==> src/rtl/gate_ctrl_pkg.sv <==
// Shared definitions for the round-robin OR-unit arbiter: FSM state
// encoding and the default requester count / datapath width.
package gate_ctrl_pkg;

   // Default number of requesters sharing the OR unit (power of two, 2..8).
   localparam int unsigned DEF_N = 4;

   // Default operand / result width in bits.
   localparam int unsigned DEF_W = 8;

   // Arbiter FSM states: one operation occupies IDLE -> CALC -> DONE.
   typedef enum logic [1:0] {
      IDLE = 2'd0,
      CALC = 2'd1,
      DONE = 2'd2
   } state_t;

endpackage : gate_ctrl_pkg

==> src/rtl/or_gate_w.sv <==
// Shared W-bit OR datapath. Purely combinational; the arbiter registers
// its output, so this block adds no latency of its own.
module or_gate_w #(
   parameter int unsigned W = gate_ctrl_pkg::DEF_W
) (
   input  logic [W-1:0] a,
   input  logic [W-1:0] b,
   output logic [W-1:0] y
);

   // One OR per bit lane; lanes are independent of each other.
   for (genvar gi = 0; gi < W; gi++) begin : g_lane
      assign y[gi] = a[gi] | b[gi];
   end

endmodule : or_gate_w

==> src/rtl/or_gate_arbiter.sv <==
// Round-robin arbiter in front of a single shared OR unit. A winner is
// picked in IDLE by scanning req upward from the rotating pointer, its
// operands are latched, the OR result is registered in CALC, and DONE
// presents a one-cycle done pulse before the pointer advances past the
// winner. Each operation takes exactly three cycles.
module or_gate_arbiter
   import gate_ctrl_pkg::*;
#(
   parameter int unsigned N = DEF_N,
   parameter int unsigned W = DEF_W
) (
   input  logic                 clk,
   input  logic                 rst,
   input  logic [N-1:0]         req,
   input  logic [N*W-1:0]       a,
   input  logic [N*W-1:0]       b,
   output logic [N-1:0]         gnt,
   output logic                 busy,
   output logic                 done,
   output logic [$clog2(N)-1:0] done_id,
   output logic [W-1:0]         y
);

   localparam int unsigned IDW = $clog2(N);

   // Per-requester views of the packed operand buses.
   logic [W-1:0]   a_slice [N];
   logic [W-1:0]   b_slice [N];

   // Registered FSM state and datapath.
   state_t         state_q;
   logic [IDW-1:0] ptr_q;
   logic [IDW-1:0] win_q;
   logic [N-1:0]   gnt_q;
   logic           busy_q;
   logic           done_q;
   logic [IDW-1:0] done_id_q;
   logic [W-1:0]   y_q;
   logic [W-1:0]   op_a_q;
   logic [W-1:0]   op_b_q;

   // Combinational arbitration result and shared OR output.
   logic           win_found;
   logic [IDW-1:0] win_idx;
   logic [IDW-1:0] cand;
   logic [N-1:0]   win_onehot;
   logic [W-1:0]   y_d;

   for (genvar gi = 0; gi < N; gi++) begin : g_slice
      assign a_slice[gi] = a[gi*W +: W];
      assign b_slice[gi] = b[gi*W +: W];
   end

   // Scan req upward from ptr_q; N is a power of two, so the IDW-bit sum
   // wraps from N-1 back to 0 on its own.
   always_comb begin
      win_found = 1'b0;
      win_idx   = ptr_q;
      cand      = ptr_q;
      for (int k = 0; k < int'(N); k++) begin
         cand = ptr_q + IDW'(k);
         if (!win_found && req[cand]) begin
            win_found = 1'b1;
            win_idx   = cand;
         end
      end
   end

   assign win_onehot = {{(N-1){1'b0}}, 1'b1} << win_idx;

   // The single OR unit only ever sees the latched operands, so operand
   // changes after the grant cannot reach y.
   or_gate_w #(
      .W (W)
   ) u_or (
      .a (op_a_q),
      .b (op_b_q),
      .y (y_d)
   );

   // FSM with registered outputs; reset wins over every state action and
   // drops any in-flight operation without a done pulse.
   always_ff @(posedge clk) begin
      if (rst) begin
         state_q   <= IDLE;
         ptr_q     <= '0;
         win_q     <= '0;
         gnt_q     <= '0;
         busy_q    <= 1'b0;
         done_q    <= 1'b0;
         done_id_q <= '0;
         y_q       <= '0;
         op_a_q    <= '0;
         op_b_q    <= '0;
      end else begin
         case (state_q)
            IDLE: begin
               if (win_found) begin
                  win_q   <= win_idx;
                  op_a_q  <= a_slice[win_idx];
                  op_b_q  <= b_slice[win_idx];
                  gnt_q   <= win_onehot;
                  busy_q  <= 1'b1;
                  state_q <= CALC;
               end
            end
            CALC: begin
               y_q       <= y_d;
               done_q    <= 1'b1;
               done_id_q <= win_q;
               state_q   <= DONE;
            end
            DONE: begin
               // req is not looked at here; the next pick happens in IDLE.
               done_q  <= 1'b0;
               gnt_q   <= '0;
               busy_q  <= 1'b0;
               ptr_q   <= win_q + IDW'(1);
               state_q <= IDLE;
            end
            default: begin
               done_q  <= 1'b0;
               gnt_q   <= '0;
               busy_q  <= 1'b0;
               state_q <= IDLE;
            end
         endcase
      end
   end

   assign gnt     = gnt_q;
   assign busy    = busy_q;
   assign done    = done_q;
   assign done_id = done_id_q;
   assign y       = y_q;

endmodule : or_gate_arbiter

==> config.mk <==
export PLATFORM = sky130hd
export DESIGN_NAME = or_gate_arbiter
export DESIGN_NICKNAME = d
export VERILOG_FILES = /design/src/rtl/gate_ctrl_pkg.sv /design/src/rtl/or_gate_w.sv /design/src/rtl/or_gate_arbiter.sv
export SDC_FILE = /design/constraint.sdc
export NUM_CORES = 1
export LEC_CHECK = 0
export BUFFER_PORTS_ARGS = -buffer_cell sky130_fd_sc_hd__clkbuf_2
export CAP_MARGIN = 10
export CORE_MARGIN = 4
export CORE_UTILIZATION = 50
export CTS_CLUSTER_SIZE = 16
export DETAILED_ROUTE_END_ITERATION = 6
export GPL_ROUTABILITY_DRIVEN = 0
export MAX_ROUTING_LAYER = met4
export PLACE_DENSITY = 0.84
export SLEW_MARGIN = 15
export SYNTH_ARGS = -nofsm -noshare
export SYNTH_HDL_FRONTEND = slang
export SYNTH_SLANG_ARGS = --single-unit
==> constraint.sdc <==
create_clock -name clk -period 2.35 [get_ports clk]
set_clock_uncertainty 0.05 [all_clocks]
set_input_delay 0.47 -clock clk [delete_from_list [all_inputs] [get_ports clk]]
set_output_delay 0.47 -clock clk [all_outputs]
set_load 0.1 [all_outputs]
==> reports/metrics.csv, run 1 <==
stage;metric;value;unit
run_status;outcome;complete, no violations;
global_route;Congestion Overflow GR;0;
sta;fin crit share;86.82;%
worst_hold_path;hold depth;1;
floorplanning;Rows;24;
floorplanning;Starting Density;52.85;%
sta;Slew Limit Fails;0;
power_and_ir_drop;Pint;0.001191;W
yosys;synthesized area;2365;sq um
floorplanning;Die X;76.77;um
yosys;Synth Register Bits;38;
yosys;Seq/Total Area, Yosys;32.17;%
critical_path;Worst Path Max Fanout;16;
floorplanning;die area;5894;sq um
yosys;syn avg cell area;8.726;sq um
power_and_ir_drop;Sequential Power Share;40.6;%
clock_tree;PostCTS Resize Cnt;0;
global_route;vias in the first global route;2111;
clock_tree;hold_buf cts;0;
power_and_ir_drop;Cell Pwr Density;691.3;nW/um^2
placed_design;PortBufs;85;
sta;Setup TNS Final;0;ns
critical_path;CP Launch Point;ptr_q[0]$_SDFFE_PP0N_;
critical_path;Setup crit end kind;flop;
clock_tree;CTS root buffer;clkbuf_8;
global_route;largest net degree at the start of global routing;20;
sta;Slew HR;59.53;%
route;Routed Antenna Nets;0;
route;Initial DRC Count;163;
global_route;Total GRT Usage;21.74;%
critical_path;Arrival @ worst endpoint;2.21;ns
layout;Final Util;62.86;%
layout;Final nets;413;
route;drt total wl;6.394;mm
worst_hold_path;Hold Startpoint;done$_SDFFE_PP0N_;
sta;Least-Margin Pin Slew;0.6070;ns
power_and_ir_drop;sw frac;38.74;%
critical_path;kind of critical path;flop to flop;
route;mean routed wirelength per cell;16.23;um
sta;Final Hold Vio Count;0;
clock_tree;CTS tree;yes;
critical_path;Critical Path RT;2.52;ns
sta;RSZ-0062 raised after global routing;no;
floorplanning;Ports;86;
yosys;number of enable flip-flop cells after synthesis;0;
clock_tree;Skew-Pair Late Insertion Delay;0.29;ns
route;Vias;2385;
sta;Min Hold Slack;0.4153;ns
floorplanning;die height;76.77;um
sta;min cycle time layout;2.040;ns
yosys;Ys Warns;0;
clock_tree;clk buf depth;2;
critical_path;R2R Path Start;ptr_q[0]$_SDFFE_PP0N_;
clock_tree;Sink Count;38;
route;TritonRoute pass-1 iters;4;
clock_tree;post-CTS setup buffer count;0;
critical_path;Startpoint Class;flop;
sta;achievable clock frequency;490.2;MHz
worst_hold_path;Worst Hold Path EP;done$_SDFFE_PP0N_;
yosys;cell count after synthesis;271;
yosys;Netlist cell types;51;
layout;share of cells above drive strength 1;35.38;%
worst_hold_path;Hold Crit Class;flop to flop;
layout;Ant. Diodes;0;
floorplanning;core area;4474;sq um
critical_path;R2R setup slack;0.31;ns
clock_tree;htree depth;2;
yosys;top_reg_cell synth;dfxtp_1;
critical_path;cell count of the worst reg-to-reg path;5;
power_and_ir_drop;Leak;1.172;nW
power_and_ir_drop;VDD IR max;0.4128;mV
route;drt drc;0;
route;via/cell ratio;6.053;
power_and_ir_drop;P_sw;0.0007533;W
global_route;antenna violations before repair;0;
layout;P&R area growth vs syn;18.94;%
clock_tree;total CTS buffers;5;
clock_tree;Reg clk slew, reported paths;0.07;ns
sta;Final setup viols;0;
power_and_ir_drop;Clk pwr share;22.4;%
placed_design;Post-DP HPWL;4.731;mm
power_and_ir_drop;Gate power share;37.0;%
yosys;Async SR Flop Fraction;0;%
flow_run;max_cap viols;0;
yosys;syn_nets;341;
placed_design;placed cells;388;
layout;Layout Cells excl Fill;394;
global_route;first-pass GRT wire length;10.11;mm
critical_path;worst reg2reg path endpoint;op_b_q[1]$_SDFFE_PP0P_;
Yosys cell counts (all sizes together), types with 2 or more instances:
| cell | count | share of area, % |
|---|---|---|
| a211oi | 9 | 2.9 |
| a21o | 4 | 1.6 |
| a21oi | 41 | 9.2 |
| a221oi | 13 | 4.8 |
| a41oi | 3 | 2.1 |
| and2 | 2 | 0.53 |
| and4 | 13 | 5.1 |
| buf | 21 | 7.0 |
| clkbuf | 5 | 0.85 |
| dfxtp | 38 | 32 |
| inv | 4 | 0.63 |
| mux2i | 4 | 1.7 |
| nand2 | 3 | 0.48 |
| nand2b | 7 | 2.0 |
| nand4 | 3 | 0.79 |
| nor2 | 33 | 5.7 |
| nor2b | 7 | 2.2 |
| nor3 | 3 | 0.85 |
| nor4 | 3 | 1.7 |
| o211ai | 3 | 0.95 |
| o21a | 4 | 1.3 |
| o21ai | 20 | 4.4 |
| o31a | 13 | 4.8 |
| o31ai | 4 | 1.3 |
power by group through the flow:
stage               logic, W  registers (W)  clock network, W
finish              0.000719       0.000790          0.000436
floorplan           0.000385       0.000984                 0
CTS                 0.000712       0.000788          0.000447
detailed placement  0.000709       0.000802                 0
global route        0.000779       0.000801          0.000476
global placement    0.000700       0.000800                 0
logic make-up after synthesis:
| family | synth area share [%] |
|---|---|
| buf+inv | 8.518 |
| simple gates | 20.00 |
| mux | 1.693 |
| flops | 32.17 |
| xor+xnor | 0.3704 |
| compound gates | 37.25 |
cell type report:
type                            count  area, sq um
Fill cell                         414         1662
Multi-Input combinational cell    203         1419
Clock buffer                        6        82.58
Tap cell                           52        65.06
Sequential cell                    38        760.7
Timing Repair Buffer               91        470.5
Inverter                            4        15.01
critical path, stage by stage (launching register included):
cell and delay, ns:
dfxtp_1 0.65, nor2b_1 0.22, o21ai_2 0.50, and4_2 0.28, o21ai_0 0.11, a21oi_1 0.16
placed cells by master, fill, tap and decap left out, types with 4 or more instances in the layout:
master	Yosys	routed
buf_4	7	6
a21oi_1	40	40
inv_1	4	4
nand2b_1	6	6
nor2_1	31	31
dfxtp_1	38	38
clkbuf_2	1	85
nor2b_1	6	6
clkbuf_8	0	6
mux2i_1	4	4
o21ai_0	9	9
a221oi_1	13	13
o31ai_1	4	4
and4_2	6	6
a211oi_1	9	9
and4_1	7	7
o21a_1	4	4
o21ai_1	10	10
o31a_1	13	13
flip-flops by register name (all words and copies together) (netlist names):
name and count:
done_id 2, done 1, gnt 4, busy 1, ptr_q 2, y 8, state_q 2, win_q 2
op_a_q 8, op_b_q 8
metal layers:
metal | track usage [%] | routed length (um)
met5 | - | 0
met4 | 6.884 | 145
met3 | 5.621 | 461
met2 | 33.54 | 2992
met1 | 27.84 | 2795
worst max-delay path by stage:
stage	depth (start not counted)	endpoint
floorplan	8	op_a_q[0]$_SDFFE_PP0P_
global placement	6	op_a_q[7]$_SDFFE_PP0P_
detailed placement	6	op_a_q[4]$_SDFFE_PP0P_
CTS	4	op_a_q[4]$_SDFFE_PP0P_
global route	5	op_b_q[0]$_SDFFE_PP0P_
finish	5	op_b_q[1]$_SDFFE_PP0P_
stage by stage:
step                worst slack [ns]  area (sq um)  total power [W]
finish                        0.3098          2813         0.001944
global route                  0.1491          2813         0.002056
CTS                           0.2281          2796         0.001947
detailed placement           0.07398          2714         0.001511
global placement              0.1268          2714         0.001500
floorplan                     0.5356          2365         0.001369
(Power assumes the default switching activity.)
==> run 2, diff against run 1 <==
CORE_UTILIZATION = 45   (was 50)
PLACE_DENSITY = 0.8   (was 0.84)
clock period = 1.71 ns   (was 2.35 ns; I/O delays follow)
==> reports/metrics.csv, run 2 (synthesis gave the netlist of run 1 again) <==
stage;metric;value;unit
floorplanning;Die X;80.49;um
sta;final worst setup slack;0.01228;ns
route;TritonRoute pass-1 iters;4;
power_and_ir_drop;P_sw;0.001138;W
power_and_ir_drop;VDD IR max;0.4580;mV
global_route;largest net degree at the start of global routing;19;
power_and_ir_drop;Clk pwr share;25.3;%
sta;Slew HR;61.58;%
floorplanning;Rows;26;
layout;Final nets;449;
global_route;antenna violations before repair;0;
flow_run;max_cap viols;0;
critical_path;Critical Path RT;1.84;ns
floorplanning;core area;5107;sq um
sta;RSZ-0062 raised after global routing;yes;
sta;Final Hold Vio Count;0;
run_status;outcome;complete, no violations;
clock_tree;Skew-Pair Late Insertion Delay;0.29;ns
sta;achievable clock frequency;589.0;MHz
route;via/cell ratio;5.815;
clock_tree;clk buf depth;2;
layout;most common cell after layout, fill and taps aside;clkbuf_2;
critical_path;Startpoint Class;flop;
route;mean routed wirelength per cell;16.54;um
clock_tree;Reg clk slew, reported paths;0.08;ns
floorplanning;die area;6479;sq um
clock_tree;CTS root buffer;clkbuf_8;
power_and_ir_drop;Sequential Power Share;34.9;%
floorplanning;die height;80.49;um
power_and_ir_drop;Pint;0.001945;W
critical_path;kind of critical path;flop to flop;
route;Vias;2611;
critical_path;Setup crit end kind;flop;
sta;fin crit share;99.28;%
global_route;first-pass GRT wire length;10.76;mm
global_route;Total GRT Usage;21.86;%
layout;Layout Cells excl Fill;449;
power_and_ir_drop;total power;0.003082;W
layout;post-route design area;3358;sq um
placed_design;PortBufs;85;
route;Initial DRC Count;168;
sta;Slew Limit Fails;0;
clock_tree;hold_buf cts;0;
power_and_ir_drop;Cell Pwr Density;917.8;nW/um^2
clock_tree;Sink Count;38;
floorplanning;Starting Density;46.30;%
layout;P&R area growth vs syn;42.01;%
power_and_ir_drop;Gate power share;39.8;%
critical_path;Worst Path Max Fanout;8;
route;drt drc;0;
placed_design;Cell Area, Placed;2997;sq um
sta;min cycle time layout;1.698;ns
clock_tree;CTS tree;yes;
layout;share of cells above drive strength 1;45.65;%
sta;Final setup viols;0;
layout;commonest non-fill, non-tap cells in the layout;84 x clkbuf_2, 40 x a21oi_1, 36 x dfxtp_1;
floorplanning;Ports;86;
clock_tree;total CTS buffers;5;
placed_design;Place WS;-0.3155;ns
critical_path;Arrival @ worst endpoint;1.83;ns
power_and_ir_drop;Leak;1.432;nW
clock_tree;htree depth;2;
route;Routed Antenna Nets;0;
worst_hold_path;Hold Crit Class;primary input to flop;
layout;Ant. Diodes;0;
placed_design;placed cells;434;
global_route;vias in the first global route;2363;
power_and_ir_drop;sw frac;36.91;%
global_route;Congestion Overflow GR;0;
layout;Final Util;65.75;%
route;drt total wl;7.428;mm
placed_design;Post-DP HPWL;5.370;mm
sta;Least-Margin Pin Slew;0.5720;ns
[run 2: cell count changes in the layout (fill, tap and decap cells not counted), sizes merged]
cell,before,now
buf,6,42
bufinv,0,1
[run 2: layer usage]
metal,wire length (um),part of all wire (%),vias up,track usage (%)
met5,0,0,-,-
met4,263,3.5,0,9.459
met3,602,8.1,24,4.484
met2,3640,49,129,36.34
li1,-,-,1250,-
met1,2921,39,1208,25.51
[run 2: power by group through the flow]
stage	combinational, W	sequential [W]	clock, W
final	0.00123	0.00108	0.000781
after global routing	0.00131	0.00109	0.000828
after CTS	0.00112	0.00107	0.000796
after detailed placement	0.00110	0.00109	0
after global placement	0.00108	0.00109	0
after floorplan	0.000529	0.00135	0
[run 2: final cells by class]
class | instances | area (sq um)
multi-input combinational | 203 | 1533
sequential | 38 | 765.7
clock buffer | 6 | 82.58
fill | 415 | 1749
clock inverter | 1 | 30.03
inverter | 4 | 15.01
tap | 70 | 87.58
timing repair buffer | 127 | 844.6
[run 2: final timing paths]
| path | from | end | slack, ns | cells after the start |
|---|---|---|---|---|
| worst max register to register | ptr_q[1]$_SDFFE_PP0N_ | op_b_q[1]$_SDFFE_PP0P_ | 0.01 | 7 |
| worst min register to register | done$_SDFFE_PP0N_ | done$_SDFFE_PP0N_ | 0.41 | 1 |
| worst max-delay path | ptr_q[1]$_SDFFE_PP0N_ | op_b_q[1]$_SDFFE_PP0P_ | 0.01 | 7 |
| worst min-delay path | rst | state_q[0]$_SDFFE_PP0P_ | 0.28 | 2 |
[run 2: worst max-delay path, stage by stage, from the launching register on]
cell and delay [ns]:
dfxtp_2 0.34, buf_6 0.14, and2_4 0.16, o21ai_4 0.16, o311ai_4 0.16, clkbuf_16 0.20
a221oi_1 0.27, a21oi_1 0.10
[run 2: through the flow]
stage               hold slack (ns)  setup TNS, ns
global route                 0.2884        -0.2263
finish                       0.2781              0
CTS                          0.2746              0
global placement             0.3910         -3.745
detailed placement           0.3994         -4.714
floorplan                    0.4296              0
[run 2: timing repair]
item / CTS / global route
gates cloned: 0 / 1
buffers inserted: 0 / 7
pin swaps: 0 / 6
resized for setup: 4 / 26
endpoints found under the setup margin: 14 / 18
